<file path="src/rtl/pdm_pkg.sv">
// pdm_pkg: shared constants and helpers for the PDM modulator.
// PDM_SECOND_ORDER_EN widens the per-channel state for the two-integrator loop.
package pdm_pkg;
  localparam int UNDERRUN_W = 16;
  function automatic int pdm_max(input int width);
    return (1 << (width - 1)) - 1;
  endfunction
  function automatic int pdm_min(input int width);
    return -(1 << (width - 1));
  endfunction
  function automatic int acc_width(input int width);
`ifdef PDM_SECOND_ORDER_EN
    return width + 4;
`else
    return width + 2;
`endif
  endfunction
endpackage

</file>
<file path="src/rtl/pdm_channel.sv">
// pdm_channel: one sigma-delta lane, first order by default.
// PDM_SECOND_ORDER_EN selects a saturating two-integrator cascade.
module pdm_channel import pdm_pkg::*; #(
  parameter int WIDTH = 8
) (
  input  logic             clk_in,
  input  logic             rst_in,
  input  logic             clear_in,
  input  logic             tick_in,
  input  logic [WIDTH-1:0] level_in,
  output logic             pdm_out
);
  localparam int AW = acc_width(WIDTH);
  logic signed [AW-1:0] x, mx, mn;
  assign x  = {{(AW-WIDTH){level_in[WIDTH-1]}}, level_in};
  assign mx = AW'(pdm_max(WIDTH));
  assign mn = AW'(pdm_min(WIDTH));
`ifdef PDM_SECOND_ORDER_EN
  localparam int BW = AW + 2;
  localparam logic signed [BW-1:0] HI = BW'(pdm_max(AW));
  localparam logic signed [BW-1:0] LO = BW'(pdm_min(AW));
  logic signed [AW-1:0] i1, i2, fb, i1_next, i2_next;
  logic signed [BW-1:0] s1, s2;
  // sums are formed two bits wider, then clamped to the integrator range
  always_comb begin
    fb = i2 > 0 ? mx : mn;
    s1 = BW'(i1) + BW'(x) - BW'(fb);
    i1_next = s1 > HI ? AW'(HI) : s1 < LO ? AW'(LO) : AW'(s1);
    s2 = BW'(i2) + BW'(i1_next) - BW'(fb);
    i2_next = s2 > HI ? AW'(HI) : s2 < LO ? AW'(LO) : AW'(s2);
  end
  always_ff @(posedge clk_in)
    if (rst_in || clear_in) begin
      i1 <= '0;
      i2 <= '0;
      pdm_out <= 1'b0;
    end else if (tick_in) begin
      i1 <= i1_next;
      i2 <= i2_next;
      pdm_out <= i2_next > 0;
    end
`else
  logic signed [AW-1:0] e, e_next;
  assign e_next = e + x - (e > 0 ? mx : mn);
  always_ff @(posedge clk_in)
    if (rst_in || clear_in) begin
      e <= '0;
      pdm_out <= 1'b0;
    end else if (tick_in) begin
      e <= e_next;
      pdm_out <= e_next > 0;
    end
`endif
endmodule

</file>
<file path="src/rtl/pdm_modulator_multi.sv">
// pdm_modulator_multi: multi-channel PDM modulator with shared tick, one-deep frame buffer
// and underrun counter. PDM_SECOND_ORDER_EN selects second-order channels.
module pdm_modulator_multi import pdm_pkg::*; #(
  parameter int CHANNELS    = 2,
  parameter int WIDTH       = 8,
  parameter int TICK_PERIOD = 32
) (
  input  logic                      clk_in,
  input  logic                      rst_in,
  input  logic                      enable_in,
  input  logic [CHANNELS*WIDTH-1:0] level_in,
  input  logic                      level_valid_in,
  output logic                      level_ready_out,
  output logic [CHANNELS-1:0]       pdm_out,
  output logic                      pdm_clk_out,
  output logic                      tick_out,
  output logic [UNDERRUN_W-1:0]     underrun_count_out
);
  localparam int CW = $clog2(TICK_PERIOD);
  logic [CW-1:0] cnt, cnt_next;
  logic [CHANNELS*WIDTH-1:0] pending, active, sample;
  logic pending_valid, accept;
  assign tick_out        = enable_in && !rst_in && cnt == CW'(TICK_PERIOD - 1);
  assign cnt_next        = !enable_in || tick_out ? '0 : cnt + 1'b1;
  assign level_ready_out = !pending_valid && !rst_in;
  assign accept          = level_valid_in && level_ready_out;
  // a tick with a full buffer consumes the fresh frame immediately
  assign sample          = pending_valid ? pending : active;
  always_ff @(posedge clk_in)
    if (rst_in) begin
      cnt <= '0;
      pdm_clk_out <= 1'b0;
      pending <= '0;
      active <= '0;
      pending_valid <= 1'b0;
      underrun_count_out <= '0;
    end else begin
      cnt <= cnt_next;
      pdm_clk_out <= enable_in && cnt_next < CW'(TICK_PERIOD / 2);
      active <= tick_out ? sample : active;
      pending <= accept ? level_in : pending;
      pending_valid <= accept || (pending_valid && !tick_out);
      if (tick_out && !pending_valid && underrun_count_out != '1)
        underrun_count_out <= underrun_count_out + 1'b1;
    end
  for (genvar c = 0; c < CHANNELS; c++) begin : g_ch
    pdm_channel #(.WIDTH(WIDTH)) u_ch (
      .clk_in  (clk_in),
      .rst_in  (rst_in),
      .clear_in(!enable_in),
      .tick_in (tick_out),
      .level_in(sample[c*WIDTH +: WIDTH]),
      .pdm_out (pdm_out[c])
    );
  end
endmodule

</file>
<file path="config.mk">
export PLATFORM = sky130hd
export DESIGN_NAME = pdm_modulator_multi
export DESIGN_NICKNAME = d
export VERILOG_FILES = /design/src/rtl/pdm_pkg.sv /design/src/rtl/pdm_channel.sv /design/src/rtl/pdm_modulator_multi.sv
export SDC_FILE = /design/constraint.sdc
export NUM_CORES = 1
export LEC_CHECK = 0
export BUFFER_PORTS_ARGS = -buffer_cell sky130_fd_sc_hd__buf_2
export CAP_MARGIN = 40
export CORE_UTILIZATION = 60
export CTS_CLUSTER_SIZE = 12
export DETAILED_ROUTE_END_ITERATION = 7
export GPL_TIMING_DRIVEN = 1
export HOLD_SLACK_MARGIN = 0.02
export PLACE_DENSITY_LB_ADDON = 0.25
export SLEW_MARGIN = 10
export SYNTH_ARGS = -nofsm -noshare
export SYNTH_HDL_FRONTEND = slang
export SYNTH_HIERARCHICAL = 1
export SYNTH_SLANG_ARGS = --single-unit
</file>
<file path="constraint.sdc">
create_clock -name clk_in -period 6 [get_ports clk_in]
set_input_delay 0 -clock clk_in [delete_from_list [all_inputs] [get_ports clk_in]]
set_output_delay 0 -clock clk_in [all_outputs]
set_load 0.02 [all_outputs]
</file>
# == Word-level counts from Yosys, hierarchy flattened ==
# Index checks and enable logic that the tools add are counted.
# word_totals
in_bits,20
wordCells,42
output_inout_bits,21
regBits,77
# op_classes
reduce_logical,15
order_cmp,5
addsub,6
n_eq_ne,2
n_mux,4
# op_table
cell,count
$gt 10x1->1 const B,4
$add 10x8->10,2
$mux 10,2
$sub 10x10->10,2
$add 16x1->16 const B,1
$mux 16,1
$ne 16x16->1 const B,1
$logic_and 1x1->1,8
$add 5x1->5 const B,1
$eq 5x5->1 const B,1
$lt 5x5->1 const B,1
$mux 5,1
$logic_not 1->1,4
$logic_or 1x1->1,3

# == Longest topological paths before layout ==
# depth
word_depth,7
mapped_depth,14
ltp_nobuf,12

# == By module ==
# The synthesis kept the hierarchy.
# modules_own_cells
mod,area_each_um2,n_inst,cells_each,seq_area_each_um2
pdm_modulator_multi,2413.6,1,263,1101.1
pdm_channel at g_ch[1].u_ch,1171.1,1,145,220.2
pdm_channel at g_ch[0].u_ch,1133.6,1,132,220.2

# == Worst setup path before layout ==
# Ideal clock, no wire load.
# synth_path
kind,reg2reg
startpoint,register pending_valid
endpoint,register g_ch[1].u_ch.pdm_out
t_arrival_ns,3.403
slack_ns,2.474
required_time_ns,5.877
stages_incl_launch_ff,14
period_less_slack_ns,3.526
path_buffers,2
setup_time_ns,0.123
cell_sequence,dfxtp_1 clkbuf_1 buf_1 mux2_2 inv_1 fa_1 inv_1 fa_1 a21o_1 nand4_1 a2111oi_0 or3_1 nor4_1 o21ai_1
# synth_between
elab_chain_len,4
# synth_rtl
element,line_no,rtl
"start, declared",pdm_modulator_multi.sv:22,"logic pending_valid, accept;"
"start signal, assigned",pdm_modulator_multi.sv:42,pending_valid <= accept || (pending_valid && !tick_out);
$mux 16,pdm_modulator_multi.sv:28,assign sample = pending_valid ? pending : active;
net sample[9],pdm_modulator_multi.sv:21,"logic [CHANNELS*WIDTH-1:0] pending, active, sample;"
$add 10x8->10,pdm_channel.sv:44,assign e_next = e + x - (e > 0 ? mx : mn);
$sub 10x10->10,pdm_channel.sv:44,
$gt 10x1->1,pdm_channel.sv:51,pdm_out <= e_next > 0;
"end signal, assigned",pdm_channel.sv:51,
"end, declared",pdm_channel.sv:11,output logic pdm_out
# The timed path passes the listed nets, and every way through them passes these cells.
# A chain may end at the register's enable or synchronous reset.

# == Worst setup path after layout ==
# layout_path
startpoint,register pending_valid
endpoint,register g_ch[0].u_ch.pdm_out
# layout_between
elab_chain_len,4
# layout_rtl
element,line_no
$mux 16,pdm_modulator_multi.sv:28
net sample[1],pdm_modulator_multi.sv:21
$add 10x8->10,pdm_channel.sv:44
$sub 10x10->10,pdm_channel.sv:44
$gt 10x1->1,pdm_channel.sv:51
"end signal, assigned",pdm_channel.sv:51
"end, declared",pdm_channel.sv:11
# The timed path passes the listed nets, and every way through them passes these cells.

==> results.tsv <==
metric	value	unit
status	finished, final reports clean	
synth_nets	603	
post-place-ws	2.25	ns
area_growth_syn_to_layout	13.8	%
critical_path_class	flip-flop to flip-flop	
drv_cap	0	
numPortBuffers	40	
wire_per_inst	14.9	um
maxSlewHeadroom	0.421	
seq_area_frac_synth	0.327	
clkPwrFrac	0.343	
reg2reg_depth	11	
placed_cells	662	
synth_compound_area_frac	0.168	
drv_slew	0	
vias_per_cell	5.84	
yosysWarnings	6	
p_leak	2.46	nW
startpoint_type	flip-flop	
synthArstFlopShare	0	
die_area	0.00822	mm^2
cts_buffers	9	
synth-simple-area-share	0.190	
dieWidth	90.7	um
yosys-top-cells-count	dfxtp_1, inv_1, nand2_1	
rsz0062_at_grt	no	
ctsLongestPathBuffers	2	
yosys.area_share.adder	0.143	
worstPathRequired	6.25	ns
fin_skew	0.0230	ns
min_to	underrun_count_out[0]	
seqCellArea	0.00154	mm^2
path_buf_inv	2	
synth_edf_count	0	
r2r_setup_slack	2.20	ns
power_frac_comb	0.143	
synth_top_family_by_area	simple AND/OR/NAND/NOR gates	
place_hpwl	7.68	mm
yosysMostFrequentCell	dfxtp_1	
cts_tree	done	
tightest_slew	0.867	ns
grtUsageTotal	0.265	
netSwitchingPower	0.286	mW
ant_nets	0	
overflow	0	
ios	41	
syn_inst	540	
insertion_delay	0.36	ns
fin_nets	655	
synth_ff_type	dfxtp_1	
die_h	90.7	um
coreArea	0.00741	mm^2
crit_family	adder cells	
syn_avg_cell_area	8.74	um^2
layout_setup_ws	2.20	ns
wl	10.3	mm
via_count	4064	
yosys.area.top_type	dfxtp_1	
path_max_fanout	21	
synth-seq-cells	77	
place_congestion	0.972	
sw_frac_of_total	0.279	
max_freq	263	MHz
drt_iter0_drc	218	
hold_path.startpoint	rst_in	
cpMaxStageDelayCell	dfxtp_1	
path_depth	11	
cts_root_buffer	clkbuf_8	
synthMuxAreaShare	0.0703	
path_cells	mux2_2, inv_1, fa_1, inv_1, fa_1, a21o_1, a221oi_2, xnor2_1, nor4_2, nand4_1, a31o_1	
r2r_start	pending_valid	
reg2reg_to	g_ch[0].u_ch/pdm_out	
first_pass_iters	5	
rows	31	
fin_crit	3.80	ns
seq_power_share	0.514	
setup_viol_count_final	0	
grt_max_degree	41	
hold_viol	0	
grt_pass1_wl	17.6	mm
ir_worst_vdd	0.000149	V
drc_errors	0	
ys_types	59	
yosys-top-cells-area	dfxtp_1, fa_1, ha_1	
drive_above_1_share	0.154	
antenna_found_initial	0	
antennaDiodeCount	0	
synth_xor_xnor_area_share	0.0331	
intPower	0.740	mW
fin_tns_setup	0	ns
post-cts-setup-buffer-count	0	
fillers	543	
fin_crit_sh	0.634	
cts.sink_count	77	
crit_arrival	4.05	ns
timing.critical_path.to_type	flip-flop	
stdcell_count	696	
clk_pin_slew_worst_paths	0.09	ns
total_power	1.03	mW
cts_max_level	3	
p_per_area	191	mW/mm^2
grt_pass1_vias	3973	
critical_path.max_stage_delay	0.90	ns
min_path_cells	2	
multiInputGateArea	0.00285	mm^2
synthesis.area	0.00472	mm^2
hp-class	input pin to flip-flop	
start_util	0.637	
synth_top_cell_area_share	0.327	
[through the flow]
stage | util | hold slack (ns) | instance area (um^2)
finish | 0.725 | 0.0691 | 5370
global route | 0.725 | 0.102 | 5370
floorplan | - | 0.0796 | 4720
detailed placement | 0.677 | 0.199 | 5010
global placement | 0.671 | 0.194 | 4970
CTS | 0.725 | 0.0726 | 5370
[flip-flops by register name (all words and copies together) (netlist names)]
name,cells
pending,16
g_ch.u_ch/e,20
pdm_clk_out,1
cnt,5
g_ch.u_ch/pdm_out,2
active,16
underrun_count_out,16
pending_valid,1
[final cells by class]
| type | count | area share |
|---|---|---|
| timing repair buffer | 63 | 0.0829 |
| multi-input combinational | 378 | 0.530 |
| clock inverter | 6 | 0.00885 |
| tap | 99 | 0.0231 |
| inverter | 63 | 0.0440 |
| sequential | 77 | 0.287 |
| clock buffer | 10 | 0.0238 |
[cells by family (layout without fill, tap and decap cells)]
family	count (synthesis)	count (layout)
xor+xnor	17	17
mux	31	31
fa+ha+maj	43	43
buf+inv	85	142
compound gates	117	117
flops	77	77
simple gates	170	170
[worst max path at each step]
stage               slack, ns     startpoint              endpoint
detailed placement       2.25  pending_valid  g_ch[0].u_ch/pdm_out
CTS                      2.21  pending_valid  g_ch[0].u_ch/pdm_out
floorplan                2.47  pending_valid  g_ch[1].u_ch/pdm_out
finish                   2.20  pending_valid  g_ch[0].u_ch/pdm_out
global route             1.94  pending_valid  g_ch[0].u_ch/pdm_out
global placement         2.35  pending_valid  g_ch[0].u_ch/pdm_out
[timing repair]
item | 4_1_cts | 5_1_grt
hold buffers | 18 | 0
resized for setup | 0 | 0
hold endpoints to repair | 18 | 0
[worst reg2reg max path, stage by stage (launching register included)]
cell and delay, ns:
dfxtp_1 0.90, mux2_2 0.32, inv_1 0.06, fa_1 0.52, inv_1 0.06, fa_1 0.47, a21o_1 0.23, a221oi_2 0.32
xnor2_1 0.16, nor4_2 0.31, nand4_1 0.15, a31o_1 0.22
[per-layer routing]
layer / up-vias / track usage / routed length [um]
li1: 1983 / - / -
met4: 0 / 0.0914 / 155
met1: 1961 / 0.331 / 4670
met2: 102 / 0.458 / 5140
met5: - / 0 / 0
met3: 18 / 0.0446 / 381
[power groups by stage]
stage               Combinational, mW  Clock (mW)  Sequential, mW
global placement                0.125           0           0.539
floorplan                       0.103           0           0.535
global route                    0.161       0.377           0.529
detailed placement              0.134           0           0.539
CTS                             0.144       0.359           0.527
finish                          0.146       0.352           0.528
[cell usage in the layout, fill, tap and decap left out, types with 9 or more instances in the layout]
cell type / count
ha_1: 25
fa_1: 18
o21ai_0: 30
dlygate4sd3_1: 18
mux2i_1: 14
nand2_1: 48
mux2_2: 17
dfxtp_1: 77
buf_2: 40
nor2_1: 35
a21o_1: 24
a211oi_1: 10
clkbuf_8: 9
nand3_1: 14
a21oi_1: 25
xnor2_1: 11
inv_1: 62
and3_1: 19
Power figures use the tool's default switching activity.
